`src/rtl/booth_wallace_pkg.sv`:
```
// Shared types and elaboration-time helpers for the Booth/Wallace multiplier.
package booth_wallace_pkg;

  typedef enum logic [2:0] {ZERO, POS1, POS2, NEG1, NEG2} booth_digit_t;

  function automatic booth_digit_t booth_decode(logic [2:0] triplet);
    booth_digit_t digit;
    case (triplet)
      3'b001, 3'b010: digit = POS1;
      3'b011:         digit = POS2;
      3'b100:         digit = NEG2;
      3'b101, 3'b110: digit = NEG1;
      default:        digit = ZERO;
    endcase
    return digit;
  endfunction

  function automatic int unsigned num_pp(int unsigned w);
    return w / 2;
  endfunction

  // Rows left after one level of 3:2 compression.
  function automatic int unsigned next_rows(int unsigned n);
    return 2 * (n / 3) + n % 3;
  endfunction

  function automatic int unsigned rows_at(int unsigned n, int unsigned lvl);
    int unsigned r = n;
    for (int unsigned i = 0; i < lvl; i++) r = next_rows(r);
    return r;
  endfunction

  function automatic int unsigned num_levels(int unsigned n);
    int unsigned r = n;
    int unsigned l = 0;
    while (r > 2) begin
      r = next_rows(r);
      l++;
    end
    return l;
  endfunction

endpackage

```
`src/rtl/booth_wallace_multiplier_pp_gen.sv`:
```
// One radix-4 Booth partial-product row, already shifted into place and sign-extended.
module booth_pp_gen
  import booth_wallace_pkg::*;
#(
  parameter int unsigned WIDTH = 8,
  parameter int unsigned SHIFT = 0
) (
  input  logic [2:0]         triplet,
  input  logic [WIDTH-1:0]   a,
  output logic [2*WIDTH-1:0] row,
  output logic               neg
);

  logic [2*WIDTH-1:0] a_ext;
  logic [2*WIDTH-1:0] mag;

  assign a_ext = {{WIDTH{a[WIDTH-1]}}, a};

  // Negative digits emit only the inverted magnitude; the +1 at bit SHIFT
  // is injected into the tree through neg.
  always_comb begin
    mag = '0;
    neg = 1'b0;
    case (booth_decode(triplet))
      POS1: mag = a_ext;
      POS2: mag = a_ext << 1;
      NEG1: begin
        mag = ~a_ext;
        neg = 1'b1;
      end
      NEG2: begin
        mag = ~(a_ext << 1);
        neg = 1'b1;
      end
      default: mag = '0;
    endcase
    row = mag << SHIFT;
  end

endmodule

```
`src/rtl/booth_wallace_multiplier.sv`:
```
// Signed radix-4 Booth / Wallace-tree multiplier with a registered product.
// Define BOOTH_WALLACE_PIPE_EN to register the reduced rows (latency 2 instead of 1).
module booth_wallace_multiplier
  import booth_wallace_pkg::*;
#(
  parameter int unsigned WIDTH = 8
) (
  input  logic                 clk,
  input  logic                 rst,
  input  logic                 in_valid,
  input  logic [WIDTH-1:0]     multiplicand,
  input  logic [WIDTH-1:0]     multiplier,
  output logic                 out_valid,
  output logic [2*WIDTH-1:0]   product
);

  localparam int unsigned NPP    = num_pp(WIDTH);
  localparam int unsigned NR     = NPP + 1;
  localparam int unsigned PW     = 2 * WIDTH;
  localparam int unsigned LEVELS = num_levels(NR);

  if (WIDTH < 4 || WIDTH % 2 != 0) begin : g_bad_width
    $error("booth_wallace_multiplier: WIDTH must be even and >= 4");
  end

  logic [WIDTH:0]  b_ext;
  logic [NPP-1:0]  neg;
  logic [PW-1:0]   corr;
  logic [PW-1:0]   pp_rows [NR];

  assign b_ext = {multiplier, 1'b0};

  for (genvar i = 0; i < NPP; i++) begin : g_pp
    booth_pp_gen #(
      .WIDTH (WIDTH),
      .SHIFT (2 * i)
    ) u_pp (
      .triplet (b_ext[2*i+2:2*i]),
      .a       (multiplicand),
      .row     (pp_rows[i]),
      .neg     (neg[i])
    );
  end

  // Negation carries land on distinct even bits, so they share one extra row.
  always_comb begin
    corr = '0;
    for (int i = 0; i < NPP; i++) corr[2*i] = neg[i];
  end
  assign pp_rows[NPP] = corr;

  for (genvar l = 0; l < LEVELS; l++) begin : g_lvl
    localparam int unsigned NIN  = rows_at(NR, l);
    localparam int unsigned NGRP = NIN / 3;
    localparam int unsigned NOUT = next_rows(NIN);
    logic [PW-1:0] src [NIN];
    logic [PW-1:0] dst [NOUT];

    if (l == 0) begin : g_first
      assign src = pp_rows;
    end else begin : g_next
      assign src = g_lvl[l-1].dst;
    end

    for (genvar g = 0; g < NGRP; g++) begin : g_csa
      assign dst[2*g]   = src[3*g] ^ src[3*g+1] ^ src[3*g+2];
      assign dst[2*g+1] = ((src[3*g] & src[3*g+1]) | (src[3*g] & src[3*g+2]) |
                           (src[3*g+1] & src[3*g+2])) << 1;
    end

    for (genvar j = 0; j < NIN % 3; j++) begin : g_pass
      assign dst[2*NGRP+j] = src[3*NGRP+j];
    end
  end

  logic [PW-1:0] row_a;
  logic [PW-1:0] row_b;
  logic          stage_valid;

`ifdef BOOTH_WALLACE_PIPE_EN
  logic [PW-1:0] row_a_q;
  logic [PW-1:0] row_b_q;
  logic          valid_q;

  always_ff @(posedge clk) begin
    if (rst) begin
      row_a_q <= '0;
      row_b_q <= '0;
      valid_q <= 1'b0;
    end else begin
      row_a_q <= g_lvl[LEVELS-1].dst[0];
      row_b_q <= g_lvl[LEVELS-1].dst[1];
      valid_q <= in_valid;
    end
  end

  assign row_a       = row_a_q;
  assign row_b       = row_b_q;
  assign stage_valid = valid_q;
`else
  assign row_a       = g_lvl[LEVELS-1].dst[0];
  assign row_b       = g_lvl[LEVELS-1].dst[1];
  assign stage_valid = in_valid;
`endif

  always_ff @(posedge clk) begin
    if (rst) begin
      product   <= '0;
      out_valid <= 1'b0;
    end else begin
      out_valid <= stage_valid;
      if (stage_valid) product <= row_a + row_b;
    end
  end

endmodule

```
`config.mk`:
```
export PLATFORM = sky130hd
export DESIGN_NAME = booth_wallace_multiplier
export DESIGN_NICKNAME = d
export VERILOG_FILES = /design/src/rtl/booth_wallace_pkg.sv /design/src/rtl/booth_wallace_multiplier_pp_gen.sv /design/src/rtl/booth_wallace_multiplier.sv
export SDC_FILE = /design/constraint.sdc
export NUM_CORES = 1
export LEC_CHECK = 0
export ABC_CLOCK_PERIOD_IN_PS = 5280
export BUFFER_PORTS_ARGS = -buffer_cell sky130_fd_sc_hd__buf_2
export CAP_MARGIN = 40
export CORE_MARGIN = 1
export CORE_UTILIZATION = 50
export DETAILED_ROUTE_END_ITERATION = 6
export PLACE_DENSITY = 0.7
export SLEW_MARGIN = 5
export SYNTH_ARGS = -nofsm -noshare
export SYNTH_HDL_FRONTEND = slang
export SYNTH_SLANG_ARGS = --single-unit
```
`constraint.sdc`:
```
create_clock -name clk -period 5.28 [get_ports clk]
set_clock_uncertainty 0.15 [all_clocks]
set_input_delay 1.056 -clock clk [delete_from_list [all_inputs] [get_ports clk]]
set_output_delay 1.056 -clock clk [all_outputs]
set_load 0.01 [all_outputs]
```
Word-level counts from Yosys, hierarchy flattened:

Index checks and enable logic that the tools add are counted.

* memory bits (read-only): 0
* bits in registers: 17
* RAM bits: 0
* memories kept: 0
* output and inout bits: 17
* bits in latches: 0

* reductions and logical operators: 10
* eq/ne operators: 37
* shifts and indexed selects: 0
* $add $sub $neg: 1
* divide/modulo/power cells: 0
* muxes and demuxes: 12
* bitwise gates (word level): 23
* multipliers: 0
* $lt $le $gt $ge: 0

Operators by type and width (count)
* $and A15 B15 Y15: 7
* $or A15 B15 Y15: 6
* $xor A16 B16 Y16: 5
* $pmux W16 S4: 1
* $pmux W14 S4: 1
* $pmux W12 S4: 1
* $eq A3 B2 Y1 const B: 14
* $pmux W10 S4: 1
* $eq A3 B3 Y1 const B: 13
* $pmux W3 S4: 3
* $not A16 Y16: 2
* $and A15 B7 Y15: 2
* $eq A3 B1 Y1 const B: 7
* $reduce_or A2 Y1: 10
* $add A16 B16 Y16: 1
* $xor A16 B7 Y16: 1
* $pmux W3 S3: 1
* $eq A2 B2 Y1 const B: 2
* $mux W1: 4
* $eq A2 B1 Y1 const B: 1

Longest topological paths before layout:

Gate-level depths: netlist (run 1).

* depth after elaboration: 15
* gate-level depth with buffers: 17

Hierarchy:

From an unflattened synthesis (run 1), not the netlist that was laid out.

* cells, all modules: 444
* area, all modules: 3759.9 um^2

By module, submodules not included
* booth_wallace_multiplier: cells an instance 261, instances 1, seq. area each 340.3 um^2, area an instance 2327.2 um^2
* booth_pp_gen at g_pp[1].u_pp ...: cells an instance 46, instances 3, seq. area each 0.0 um^2, area an instance 359.1 um^2
* booth_pp_gen at g_pp[0].u_pp: cells an instance 45, instances 1, seq. area each 0.0 um^2, area an instance 355.3 um^2

Worst setup path after synthesis (run 1):

OpenSTA, ideal clock, no wires.

* kind: input-to-reg
* start: in multiplier[5]
* end: reg product[12]
* setup time: 0.062 ns
* cell stages on the path: 14
* setup slack: 0.366 ns
* data arrival time: 4.702 ns
* path through: clkbuf_1 buf_2 xor2_1 a22oi_1 o21ai_0 fa_1 fa_1 fa_1 ha_1 a21o_1 a21oi_2 a211oi_1 or4_1 nand3_1

* longest elaborated chain between the ends: 15

RTL lines
* from (decl): line booth_wallace_multiplier.sv:12 `input logic [WIDTH-1:0] multiplier,`
* $eq A3 B3 Y1, or another cell as far along: line booth_wallace_pkg.sv:8 `case (triplet)`
* $reduce_or A2 Y1: line booth_wallace_pkg.sv:8
* $pmux W3 S4: line booth_wallace_pkg.sv:8
* $eq A3 B3 Y1, or another cell as far along: line booth_wallace_multiplier_pp_gen.sv:24 `case (booth_decode(triplet))`
* $pmux W12 S4: line booth_wallace_multiplier_pp_gen.sv:24
* $and A15 B15 Y15: line booth_wallace_multiplier.sv:67 `assign dst[2*g+1] = ((src[3*g] & src[3*g+1]) | (src[3*g] & src[3*g+2]) |`
* $or A15 B15 Y15 (2 in a row): line booth_wallace_multiplier.sv:67
* $and A15 B15 Y15: line booth_wallace_multiplier.sv:67
* $or A15 B15 Y15 (2 in a row): line booth_wallace_multiplier.sv:67
* $and A15 B15 Y15: line booth_wallace_multiplier.sv:67
* $or A15 B15 Y15 (2 in a row): line booth_wallace_multiplier.sv:67
* $add A16 B16 Y16 (*): line booth_wallace_multiplier.sv:112 `if (stage_valid) product <= row_a + row_b;`
* to (signal assigned): line booth_wallace_multiplier.sv:112
* to (decl): line booth_wallace_multiplier.sv:14 `output logic [2*WIDTH-1:0] product`

Every way passes the cells marked *; elsewhere a longest branch is shown, timed or not.
A chain may end at the register's enable or synchronous reset.

Final worst setup path (run 1):

* start: in multiplier[3]
* end: reg product[12]

* longest elaborated chain between the ends: 15

RTL lines (line)
* $eq A3 B3 Y1, or another cell as far along: booth_wallace_pkg.sv:8
* $reduce_or A2 Y1: booth_wallace_pkg.sv:8
* $pmux W3 S4: booth_wallace_pkg.sv:8
* $eq A3 B3 Y1, or another cell as far along: booth_wallace_multiplier_pp_gen.sv:24
* $pmux W14 S4 / $pmux W12 S4 (equally long branches): booth_wallace_multiplier_pp_gen.sv:24
* $and A15 B15 Y15: booth_wallace_multiplier.sv:67
* $or A15 B15 Y15 (2 in a row): booth_wallace_multiplier.sv:67
* $and A15 B15 Y15: booth_wallace_multiplier.sv:67
* $or A15 B15 Y15 (2 in a row): booth_wallace_multiplier.sv:67
* $and A15 B15 Y15: booth_wallace_multiplier.sv:67
* $or A15 B15 Y15 (2 in a row): booth_wallace_multiplier.sv:67
* $add A16 B16 Y16 (*): booth_wallace_multiplier.sv:112

Marked as above.

==> flow_metrics.env, run 1 <==
export IMPL_min_delay_path_class="reg2reg"
export IMPL_avgRoutedWirePerCell_um=13.8
export IMPL_clock_fmax_mhz=206
export IMPL_start_util=0.535
export IMPL_count_of_warnings_emitted_by_yosys=0
export IMPL_layout_min_cycle_time_ps=4870
export IMPL_io_buffer_count=35
export IMPL_wirelength_um=6330
export IMPL_totalNegativeSetupSlack_ps=0
export IMPL_path_clk_slew_ps=70
export IMPL_yosysSeqAreaShare=0.121
export IMPL_num_io_pins=36
export IMPL_maxCapViolations=0
export IMPL_critical_path_required_ps=5330
export IMPL_regToRegEndpoint="product[11]"
export IMPL_grt_pass1_wl_um=10800
export IMPL_numClockSinks=17
export IMPL_grt_pass1_vias=2406
export IMPL_place_area_um2=3040
export IMPL_async_flop_share=0
export IMPL_number_of_enable_type_register_cells_in_the_synthesized_netlist=0
export IMPL_vdd_ir_drop_max_uv=320
export IMPL_p_leak_nw=1.52
export IMPL_fp_dieArea_um2=5940
export IMPL_place_congestion=0.885
export IMPL_cts_buffer_depth=2
export IMPL_ctsRootBufferMaster="sky130_fd_sc_hd__clkbuf_8"
export IMPL_post_route_worst_setup_slack_ps=415
export IMPL_ant_nets=0
export IMPL_count_of_vias_placed_by_the_detailed_router=2618
export IMPL_rsz0062_at_grt="false"
export IMPL_htreeDepth=1
export IMPL_vias_per_std_cell=5.70
export IMPL_count_of_tritonroute_iterations_in_the_first_routing_pass=4
export IMPL_timing_final_hold_violations=0
export IMPL_post_cts_resize_count=0
export IMPL_design_area_um2=3090
export IMPL_synth_top_flop_cell="sky130_fd_sc_hd__dfxtp_1"
export IMPL_overflow=0
export IMPL_setup_worst_path_class="in2reg"
export IMPL_critPathArrivalTime_ps=4910
export IMPL_cp_start_kind="input pin"
export IMPL_finalSetupViolCount=0
export IMPL_critical_path_endpoint_type="register"
export IMPL_worstSkewPairLatency_ps=250
export IMPL_cts_inserted_buffers=3
export IMPL_critPathLaunch="multiplier[3]"
export IMPL_r2r_cells=2
export IMPL_area_growth_synth_to_final_pct=9.55
export IMPL_slew_at_the_pin_closest_to_its_max_slew_limit_ps=515
export IMPL_final_max_tran_viols=0
export IMPL_initial_drc_count=109
export IMPL_slew_limit_headroom=0.654
export IMPL_avg_cell_area_syn_um2=7.70
export IMPL_grt_antenna_before_repair=0
export IMPL_drt_drc_violations_left=0
export IMPL_rows=26
export IMPL_critical_path_fanouts_max=17
export IMPL_powerDensity_nw_per_um2=370
export IMPL_cts_setup_buffers=0
export IMPL_net_count_after_synthesis=434
export IMPL_run_status="complete, no violations"
export IMPL_grt_start_max_net_pins=23
export IMPL_final_period_utilization=0.921
export IMPL_synth_cell_area_um2=2820
export IMPL_postCtsHoldBufs=0
export IMPL_synth_cells=366
export IMPL_drive_above_1_share=0.126
export IMPL_worst_r2r_setup_slack_ps=4310
export IMPL_critical_path_endpoint="product[12]"
export IMPL_dp_final_hpwl_um=5060
export IMPL_chipWidth_um=77.1
export IMPL_antenna_diode_count=0
export IMPL_core_um2=5270
export IMPL_tritoncts="built"
export IMPL_place_worst_setup_slack_ps=170
export IMPL_critical_path_reg2reg_startpoint="product[11]"
export IMPL_grt_use_total=0.222
export IMPL_fp_dieH_um=77.1
export IMPL_yosys_cell_types_count=49
export IMPL_worst_hold_path_num_cells=2
export IMPL_ys_ff_latch=17
export IMPL_nNetsFinal=458
==> registers in the layout (all words and copies together), names as in the netlist <==
name and flops:
out_valid 1, product 16
==> worst max-delay path, stage by stage <==
cell,delay (ps)
sky130_fd_sc_hd__buf_2,300
sky130_fd_sc_hd__nand2_1,170
sky130_fd_sc_hd__nor2_1,190
sky130_fd_sc_hd__a22oi_1,110
sky130_fd_sc_hd__o21ai_0,130
sky130_fd_sc_hd__fa_1,490
sky130_fd_sc_hd__fa_1,520
sky130_fd_sc_hd__fa_1,500
sky130_fd_sc_hd__ha_1,380
sky130_fd_sc_hd__a21o_1,200
sky130_fd_sc_hd__a21oi_2,180
sky130_fd_sc_hd__a211oi_1,110
sky130_fd_sc_hd__or4_1,510
sky130_fd_sc_hd__nand3_1,80
==> cells in the mapped netlist (2+ instances only) <==
cell type | n | area share
sky130_fd_sc_hd__a211oi_1 | 11 | 0.029
sky130_fd_sc_hd__a21o_1 | 4 | 0.011
sky130_fd_sc_hd__a21oi_1 | 15 | 0.027
sky130_fd_sc_hd__a221o_1 | 2 | 0.0071
sky130_fd_sc_hd__a22o_1 | 2 | 0.0062
sky130_fd_sc_hd__a22oi_1 | 7 | 0.019
sky130_fd_sc_hd__a31oi_1 | 3 | 0.0067
sky130_fd_sc_hd__and2_1 | 2 | 0.0044
sky130_fd_sc_hd__buf_1 | 2 | 0.0027
sky130_fd_sc_hd__buf_2 | 4 | 0.0071
sky130_fd_sc_hd__clkbuf_1 | 17 | 0.023
sky130_fd_sc_hd__dfxtp_1 | 17 | 0.12
sky130_fd_sc_hd__fa_1 | 20 | 0.14
sky130_fd_sc_hd__ha_1 | 29 | 0.13
sky130_fd_sc_hd__inv_1 | 37 | 0.049
sky130_fd_sc_hd__mux2i_1 | 9 | 0.032
sky130_fd_sc_hd__nand2_1 | 39 | 0.052
sky130_fd_sc_hd__nand2b_1 | 4 | 0.0089
sky130_fd_sc_hd__nand3_1 | 8 | 0.014
sky130_fd_sc_hd__nand4_1 | 2 | 0.0044
sky130_fd_sc_hd__nor2_1 | 35 | 0.047
sky130_fd_sc_hd__nor2b_1 | 3 | 0.0067
sky130_fd_sc_hd__nor3_1 | 5 | 0.0089
sky130_fd_sc_hd__nor3b_1 | 3 | 0.0080
sky130_fd_sc_hd__o211a_1 | 2 | 0.0071
sky130_fd_sc_hd__o211ai_1 | 3 | 0.0080
sky130_fd_sc_hd__o21ai_0 | 16 | 0.028
sky130_fd_sc_hd__o21ai_1 | 4 | 0.0071
sky130_fd_sc_hd__o221ai_1 | 6 | 0.019
sky130_fd_sc_hd__o31ai_1 | 2 | 0.0053
sky130_fd_sc_hd__or3_1 | 3 | 0.0067
sky130_fd_sc_hd__xnor2_1 | 21 | 0.065
sky130_fd_sc_hd__xor2_1 | 13 | 0.040
==> layout make-up <==
type,instances,area (um2)
Clock buffer,4,45.0
Multi-Input combinational cell,289,2250
Sequential cell,17,340
Inverter,37,139
Timing Repair Buffer,42,228
Fill cell,542,2180
Tap cell,70,87.6
==> cell usage in the layout, fill, tap and decap left out, drive strengths merged, types with 4 or more instances in the layout <==
cell type / instances
buf: 42
clkbuf: 4
mux2i: 9
a21o: 4
a21oi: 16
nor3: 5
xnor2: 21
o21ai: 20
inv: 37
a22oi: 7
o221ai: 6
fa: 20
nand2: 39
nor2: 35
xor2: 13
dfxtp: 17
ha: 29
a211oi: 11
nand3: 8
nand2b: 4
==> per-layer routing <==
metal | GRT usage | wire [um] | vias up
met3 | 0.0405 | 267 | 6
met2 | 0.371 | 3010 | 45
met1 | 0.302 | 3010 | 1253
met4 | 0.0321 | 43 | 0
met5 | 0 | 0 | -
li1 | - | - | 1314
==> stage by stage <==
| stage | std cells | utilization | hold slack, ps | total power [mW] |
|---|---|---|---|---|
| 3_5_place_dp | 455 | 0.577 | 298 | 1.05 |
| 6_report | 459 | 0.586 | 304 | 1.14 |
| 5_1_grt | 459 | 0.586 | 328 | 1.28 |
| 2_1_floorplan | 366 | - | 322 | 0.849 |
| 4_1_cts | 459 | 0.586 | 310 | 1.15 |
| 3_3_place_gp | 455 | 0.577 | 289 | 1.04 |
==> how the worst min path moves through the flow <==
stage | end | slack [ps] | startpoint
final | product[9] | 300 | product[9]
after global routing | product[9] | 330 | product[9]
after CTS | product[8] | 310 | product[8]
after detailed placement | product[8] | 300 | product[8]
after global placement | product[9] | 290 | product[9]
after floorplan | product[9] | 320 | product[9]
==> power by group <==
| group | switching [mW] | internal, mW |
|---|---|---|
| Clock | 0.0442 | 0.0536 |
| Combinational | 0.512 | 0.355 |
| Sequential | 0.0146 | 0.164 |
| Total | 0.571 | 0.572 |
==> logic make-up (layout without fill, tap and decap cells) <==
logic type / Yosys count / in the layout / share of synthesized area
buffers and inverters: 60 / 83 / 0.0817
AOI/OAI and AO/OA: 85 / 85 / 0.204
xor gates and xnor gates: 34 / 34 / 0.106
adders and majority gates: 49 / 49 / 0.271
and+or+nand+nor: 111 / 111 / 0.181
muxes: 10 / 10 / 0.0360
DFF: 17 / 17 / 0.121
No activity file was read; power rests on OpenSTA's default activity.
==> run 2: changes to the inputs <==
- ABC_AREA: unset -> 1
==> flow_metrics.env, run 2 <==
export IMPL_critical_path_required_ps=5280
export IMPL_async_flop_share=0
export IMPL_vdd_ir_drop_max_uv=240
export IMPL_grt_pass1_wl_um=12800
export IMPL_timing_final_hold_violations=0
export IMPL_setup_worst_path_class="in2reg"
export IMPL_net_count_after_synthesis=542
export IMPL_registers_top_by_ff_count="product"
export IMPL_critical_path_cell_by_cell="buf_2 > inv_2 > nand3_1 > nand2_1 > clkinv_1 > nand2_2 > nor2_1 > a21oi_1 > fa_1 > fa_1 > ha_1 > ha_1 > nand2_1 > nor2_2 > and2_1 > nand2_1 > nand3_1 > nand3_1 > nand2_1 > inv_1"
export IMPL_p_int_mw=0.539
export IMPL_maxCapViolations=0
export IMPL_rsz0062_at_grt="false"
export IMPL_rows=27
export IMPL_core_um2=5610
export IMPL_cpMaxStageDelayCell="sky130_fd_sc_hd__fa_1"
export IMPL_slowest_delay_ps=580
export IMPL_number_of_flip_flops_under_the_largest_register_name=16
export IMPL_dp_final_hpwl_um=5760
export IMPL_count_of_tritonroute_iterations_in_the_first_routing_pass=5
export IMPL_ant_nets=0
export IMPL_synth_cell_area_um2=2970
export IMPL_layout_min_cycle_time_ps=4830
export IMPL_chipWidth_um=79.1
export IMPL_grt_start_max_net_pins=24
export IMPL_antenna_diode_count=0
export IMPL_grt_use_total=0.253
export IMPL_hold_path_startpoint="product[0]"
export IMPL_ys_ff_latch=17
export IMPL_post_route_worst_setup_slack_ps=446
export IMPL_drive_above_1_share=0.100
export IMPL_design_area_um2=3220
export IMPL_critical_path_top_cell_by_count="sky130_fd_sc_hd__nand2_1"
export IMPL_cts_buffer_depth=2
export IMPL_final_period_utilization=0.916
export IMPL_path_clk_slew_ps=70
export IMPL_p_switching_mw=0.590
export IMPL_worstSkewPairLatency_ps=250
export IMPL_critPathLaunch="multiplier[1]"
export IMPL_critPathArrivalTime_ps=4840
export IMPL_nNetsFinal=569
export IMPL_layout_cells_most_common="sky130_fd_sc_hd__nand2_1"
export IMPL_clkPwrFrac=0.086
export IMPL_number_of_enable_type_register_cells_in_the_synthesized_netlist=0
export IMPL_post_synth_top_count_cell="sky130_fd_sc_hd__nand2_1"
export IMPL_yosysSeqAreaShare=0.115
export IMPL_start_util=0.530
export IMPL_timing_critical_path_max_delay_family="adder cells"
export IMPL_critical_path_reg2reg_startpoint="product[14]"
export IMPL_place_congestion=0.929
export IMPL_most_frequent_cells_after_synthesis="sky130_fd_sc_hd__nand2_1, sky130_fd_sc_hd__inv_1, sky130_fd_sc_hd__nor2_1"
export IMPL_cp_start_kind="input pin"
export IMPL_final_max_tran_viols=0
export IMPL_avgRoutedWirePerCell_um=12.4
export IMPL_synth_top_flop_cell="sky130_fd_sc_hd__dfxtp_1"
export IMPL_initial_drc_count=252
export IMPL_multi_input_area_um2=2180
export IMPL_p_leak_nw=1.84
export IMPL_synth_cells=474
export IMPL_critical_path_fanouts_max=9
export IMPL_final_cell_mix="sky130_fd_sc_hd__nand2_1, sky130_fd_sc_hd__inv_1, sky130_fd_sc_hd__nor2_1, sky130_fd_sc_hd__buf_2, sky130_fd_sc_hd__o21ai_0"
export IMPL_drt_drc_violations_left=0
export IMPL_fillerInstances=586
export IMPL_powerDensity_nw_per_um2=351
export IMPL_tritoncts="built"
export IMPL_synth_area_top_cells="sky130_fd_sc_hd__fa_1, sky130_fd_sc_hd__nand2_1, sky130_fd_sc_hd__ha_1, sky130_fd_sc_hd__inv_1, sky130_fd_sc_hd__dfxtp_1"
export IMPL_place_worst_setup_slack_ps=179
export IMPL_yosysTopAreaCellShare=0.135
export IMPL_switch_share=0.522
export IMPL_p_seq_frac=0.154
export IMPL_wirelength_um=7080
export IMPL_critPathBufInv=4
export IMPL_slew_at_the_pin_closest_to_its_max_slew_limit_ps=608
export IMPL_postCtsHoldBufs=0
export IMPL_num_io_pins=36
export IMPL_min_delay_path_class="reg2reg"
export IMPL_count_of_vias_placed_by_the_detailed_router=3039
export IMPL_area_growth_synth_to_final_pct=8.29
export IMPL_io_buffer_count=35
export IMPL_finalSetupViolCount=0
export IMPL_layout_area_seq_um2=340
export IMPL_run_status="complete, no violations"
export IMPL_grt_antenna_before_repair=0
export IMPL_count_of_warnings_emitted_by_yosys=0
export IMPL_p_total_mw=1.13
export IMPL_post_cts_resize_count=0
export IMPL_comb_power_share=0.760
export IMPL_ctsRootBufferMaster="sky130_fd_sc_hd__clkbuf_8"
export IMPL_clock_fmax_mhz=207
export IMPL_overflow=0
export IMPL_yosys_cell_types_count=28
export IMPL_slew_limit_headroom=0.595
export IMPL_cts_inserted_buffers=3
export IMPL_avg_cell_area_syn_um2=6.27
export IMPL_fp_dieArea_um2=6260
export IMPL_totalNegativeSetupSlack_ps=0
export IMPL_cts_setup_buffers=0
export IMPL_yosys_area_top_type="sky130_fd_sc_hd__fa_1"
export IMPL_place_area_um2=3170
export IMPL_layout_top_registers="product: 16 flops, out_valid: 1 flops"
export IMPL_fp_dieH_um=79.1
export IMPL_numClockSinks=17
export IMPL_vias_per_std_cell=5.31
export IMPL_htreeDepth=1
export IMPL_critical_path_endpoint_type="register"
export IMPL_grt_pass1_vias=2855
==> run 2: power groups by stage <==
stage	sequential, mW	combinational, mW	clock [mW]
2_1_floorplan	0.192	0.650	0
3_3_place_gp	0.175	0.849	0
3_5_place_dp	0.176	0.861	0
4_1_cts	0.173	0.868	0.100
5_1_grt	0.177	1.02	0.106
6_report	0.174	0.858	0.0974
==> run 2: per-layer routing <==
metal | vias to the layer above | routed length, um | GRT usage
met2 | 107 | 3260 | 0.430
met4 | 0 | 26 | 0.0236
met3 | 4 | 486 | 0.0379
met1 | 1366 | 3310 | 0.349
met5 | - | 0 | 0
li1 | 1562 | - | -
==> run 2: stage by stage <==
stage	cells	hold slack, ps	util
floorplan	474	383	-
global placement	567	327	0.565
detailed placement	568	337	0.566
CTS	572	357	0.574
global route	572	391	0.574
finish	572	348	0.574
==> run 2: cell type report <==
| type | count | area share |
|---|---|---|
| multi-input cells | 343 | 0.678 |
| clock inverters | 1 | 0.00156 |
| inverters | 99 | 0.115 |
| repair buffers | 37 | 0.0583 |
| well taps | 72 | 0.0280 |
| clock buffers | 3 | 0.0128 |
| flip-flops and latches | 17 | 0.106 |
==> run 2: logic make-up (layout without fill, tap and decap cells) <==
| group | Yosys count | in the layout | share of synthesized area |
|---|---|---|---|
| buffers and inverters | 114 | 140 | 0.151 |
| AOI/OAI and AO/OA | 89 | 89 | 0.183 |
| and+or+nand+nor | 196 | 196 | 0.268 |
| adders and majority gates | 49 | 49 | 0.257 |
| xor gates and xnor gates | 9 | 9 | 0.0265 |
| DFF | 17 | 17 | 0.115 |
==> run 2: final timing paths <==
path | end | slack [ps] | cells after the start
hold reg to reg | product[0] | 350 | 2
setup reg to reg | product[14] | 4420 | 2
hold / removal | product[0] | 350 | 2
setup / recovery | product[15] | 450 | 20
==> run 2: tightest hold or removal path, cell delays in order (launching register included) <==
cell and delay, ps:
sky130_fd_sc_hd__dfxtp_1 320, sky130_fd_sc_hd__o21ai_0 70, sky130_fd_sc_hd__nor2_1 70
==> run 3: changes to the inputs <==
- CELL_PAD_IN_SITES_DETAIL_PLACEMENT: unset -> 1
- CELL_PAD_IN_SITES_GLOBAL_PLACEMENT: unset -> 1
- CORE_MARGIN: 1 -> 4
- CORE_UTILIZATION: 50 -> 42
- PLACE_DENSITY: 0.7 -> unset
- PLACE_DENSITY_LB_ADDON: unset -> 0.1
==> flow_metrics.env, run 3 (synthesis gave the netlist of run 2 again) <==
export IMPL_area_growth_synth_to_final_pct=9.81
export IMPL_count_of_tritonroute_iterations_in_the_first_routing_pass=4
export IMPL_fp_dieH_um=92.1
export IMPL_switch_share=0.535
export IMPL_p_switching_mw=0.627
export IMPL_drive_above_1_share=0.104
export IMPL_fp_dieArea_um2=8490
export IMPL_initial_drc_count=186
export IMPL_slowest_delay_ps=580
export IMPL_grt_antenna_before_repair=0
export IMPL_path_clk_slew_ps=70
export IMPL_chipWidth_um=92.1
export IMPL_io_buffer_count=35
export IMPL_critical_path_reg2reg_startpoint="product[9]"
export IMPL_num_io_pins=36
export IMPL_slew_at_the_pin_closest_to_its_max_slew_limit_ps=449
export IMPL_dp_final_hpwl_um=7010
export IMPL_timing_final_hold_violations=0
export IMPL_clkPwrFrac=0.086
export IMPL_drt_drc_violations_left=0
export IMPL_p_leak_nw=1.85
export IMPL_wirelength_um=8380
export IMPL_setup_worst_path_class="in2reg"
export IMPL_critPathArrivalTime_ps=4690
export IMPL_design_area_um2=3260
export IMPL_timing_critical_path_max_delay_family="adder cells"
export IMPL_run_status="complete, no violations"
export IMPL_hold_path_startpoint="product[1]"
export IMPL_grt_start_max_net_pins=24
export IMPL_worst_hold_path_num_cells=2
export IMPL_overflow=0
export IMPL_critPathBufInv=5
export IMPL_rsz0062_at_grt="false"
export IMPL_layout_cells_most_common="sky130_fd_sc_hd__nand2_1"
export IMPL_final_max_tran_viols=0
export IMPL_vias_per_std_cell=5.27
export IMPL_cts_buffer_depth=2
export IMPL_critPathLaunch="multiplier[3]"
export IMPL_antenna_diode_count=0
export IMPL_critical_path_fanouts_max=8
export IMPL_comb_power_share=0.766
export IMPL_critical_path_cell_by_cell="buf_2 > inv_1 > nand3_1 > nand2_1 > a22oi_1 > o221ai_1 > fa_1 > inv_1 > fa_1 > inv_1 > ha_1 > ha_1 > nand2_1 > inv_1 > nand2_1 > nand2_1 > a21oi_1 > a21oi_1 > nor2_1 > nor2_1"
export IMPL_post_cts_resize_count=0
export IMPL_grt_use_total=0.207
export IMPL_grt_pass1_vias=3192
export IMPL_count_of_vias_placed_by_the_detailed_router=3153
export IMPL_min_delay_path_class="reg2reg"
export IMPL_numClockSinks=17
export IMPL_htreeDepth=1
export IMPL_tritoncts="built"
export IMPL_postCtsHoldBufs=0
export IMPL_rows=30
export IMPL_r2r_cells=4
export IMPL_maxCapViolations=0
export IMPL_place_congestion=0.863
export IMPL_p_seq_frac=0.148
export IMPL_critical_path_endpoint_type="register"
export IMPL_finalSetupViolCount=0
export IMPL_cts_setup_buffers=0
export IMPL_place_area_um2=3220
export IMPL_totalNegativeSetupSlack_ps=0
export IMPL_layout_min_cycle_time_ps=4690
export IMPL_p_int_mw=0.544
export IMPL_worstSkewPairLatency_ps=250
export IMPL_vdd_ir_drop_max_uv=222
export IMPL_cts_inserted_buffers=3
export IMPL_cp_start_kind="input pin"
export IMPL_number_of_flip_flops_under_the_largest_register_name=16
export IMPL_cpMaxStageDelayCell="sky130_fd_sc_hd__fa_1"
export IMPL_powerDensity_nw_per_um2=359
export IMPL_final_cell_mix="sky130_fd_sc_hd__nand2_1, sky130_fd_sc_hd__inv_1, sky130_fd_sc_hd__nor2_1, sky130_fd_sc_hd__buf_2, sky130_fd_sc_hd__o21ai_0"
export IMPL_critical_path_required_ps=5280
export IMPL_layout_top_registers="product: 16 flops, out_valid: 1 flops"
export IMPL_final_period_utilization=0.888
export IMPL_registers_top_by_ff_count="product"
export IMPL_fillerInstances=965
export IMPL_clock_fmax_mhz=213
export IMPL_slew_limit_headroom=0.699
export IMPL_core_um2=6830
export IMPL_nNetsFinal=571
export IMPL_worstSetupPathDepth=20
export IMPL_ctsRootBufferMaster="sky130_fd_sc_hd__clkbuf_8"
export IMPL_ant_nets=0
export IMPL_grt_pass1_wl_um=14600
export IMPL_start_util=0.435
export IMPL_avgRoutedWirePerCell_um=14.0
## run 3: cell count changes in the layout (fill, tap and decap cells not counted)
| cell | delta |
|---|---|
| sky130_fd_sc_hd__buf_4 | +2 |
## run 3: final timing paths
check	endpoint	slack [ps]
max	product[14]	590
min	product[1]	360
max reg2reg	product[9]	4450
min reg2reg	product[1]	360
## run 3: worst reg2reg max path: cells and delay by family, from the launching register on
family | cells | cell delay [ps]
compound gates | 1 | 80
flops | 1 | 310
simple gates | 2 | 130
buf+inv | 1 | 50
## run 3: metrics by stage
step	power [mW]	std cells	util	hold WS, ps	setup slack, ps
finish	1.17	598	0.478	355	591
global route	1.34	598	0.478	410	235
CTS	1.19	598	0.478	353	593
detailed placement	1.08	594	0.471	335	332
global placement	1.05	593	0.470	320	345
floorplan	0.842	474	-	383	803
## run 3: power groups by stage
| stage | registers, mW | clock network [mW] | logic (mW) |
|---|---|---|---|
| after floorplan | 0.192 | 0 | 0.650 |
| after global placement | 0.175 | 0 | 0.871 |
| after detailed placement | 0.176 | 0 | 0.900 |
| after CTS | 0.174 | 0.103 | 0.912 |
| after global routing | 0.178 | 0.108 | 1.05 |
| final | 0.173 | 0.101 | 0.896 |
## run 3: area by class of cell
type,instances,area [um2],area share
Timing Repair Buffer,39,203,0.0621
Sequential cell,17,340,0.104
Multi-Input combinational cell,343,2180,0.669
Clock buffer,3,41.3,0.0127
Inverter,99,372,0.114
Tap cell,96,120,0.0368
Clock inverter,1,5.00,0.00153
## run 3: metal layers
| layer | up-vias | GRT usage | wire, um |
|---|---|---|---|
| met5 | - | 0 | 0 |
| met4 | 0 | 0.0186 | 40 |
| met3 | 4 | 0.0304 | 450 |
| met2 | 62 | 0.373 | 4190 |
| met1 | 1518 | 0.271 | 3700 |
| li1 | 1569 | - | - |
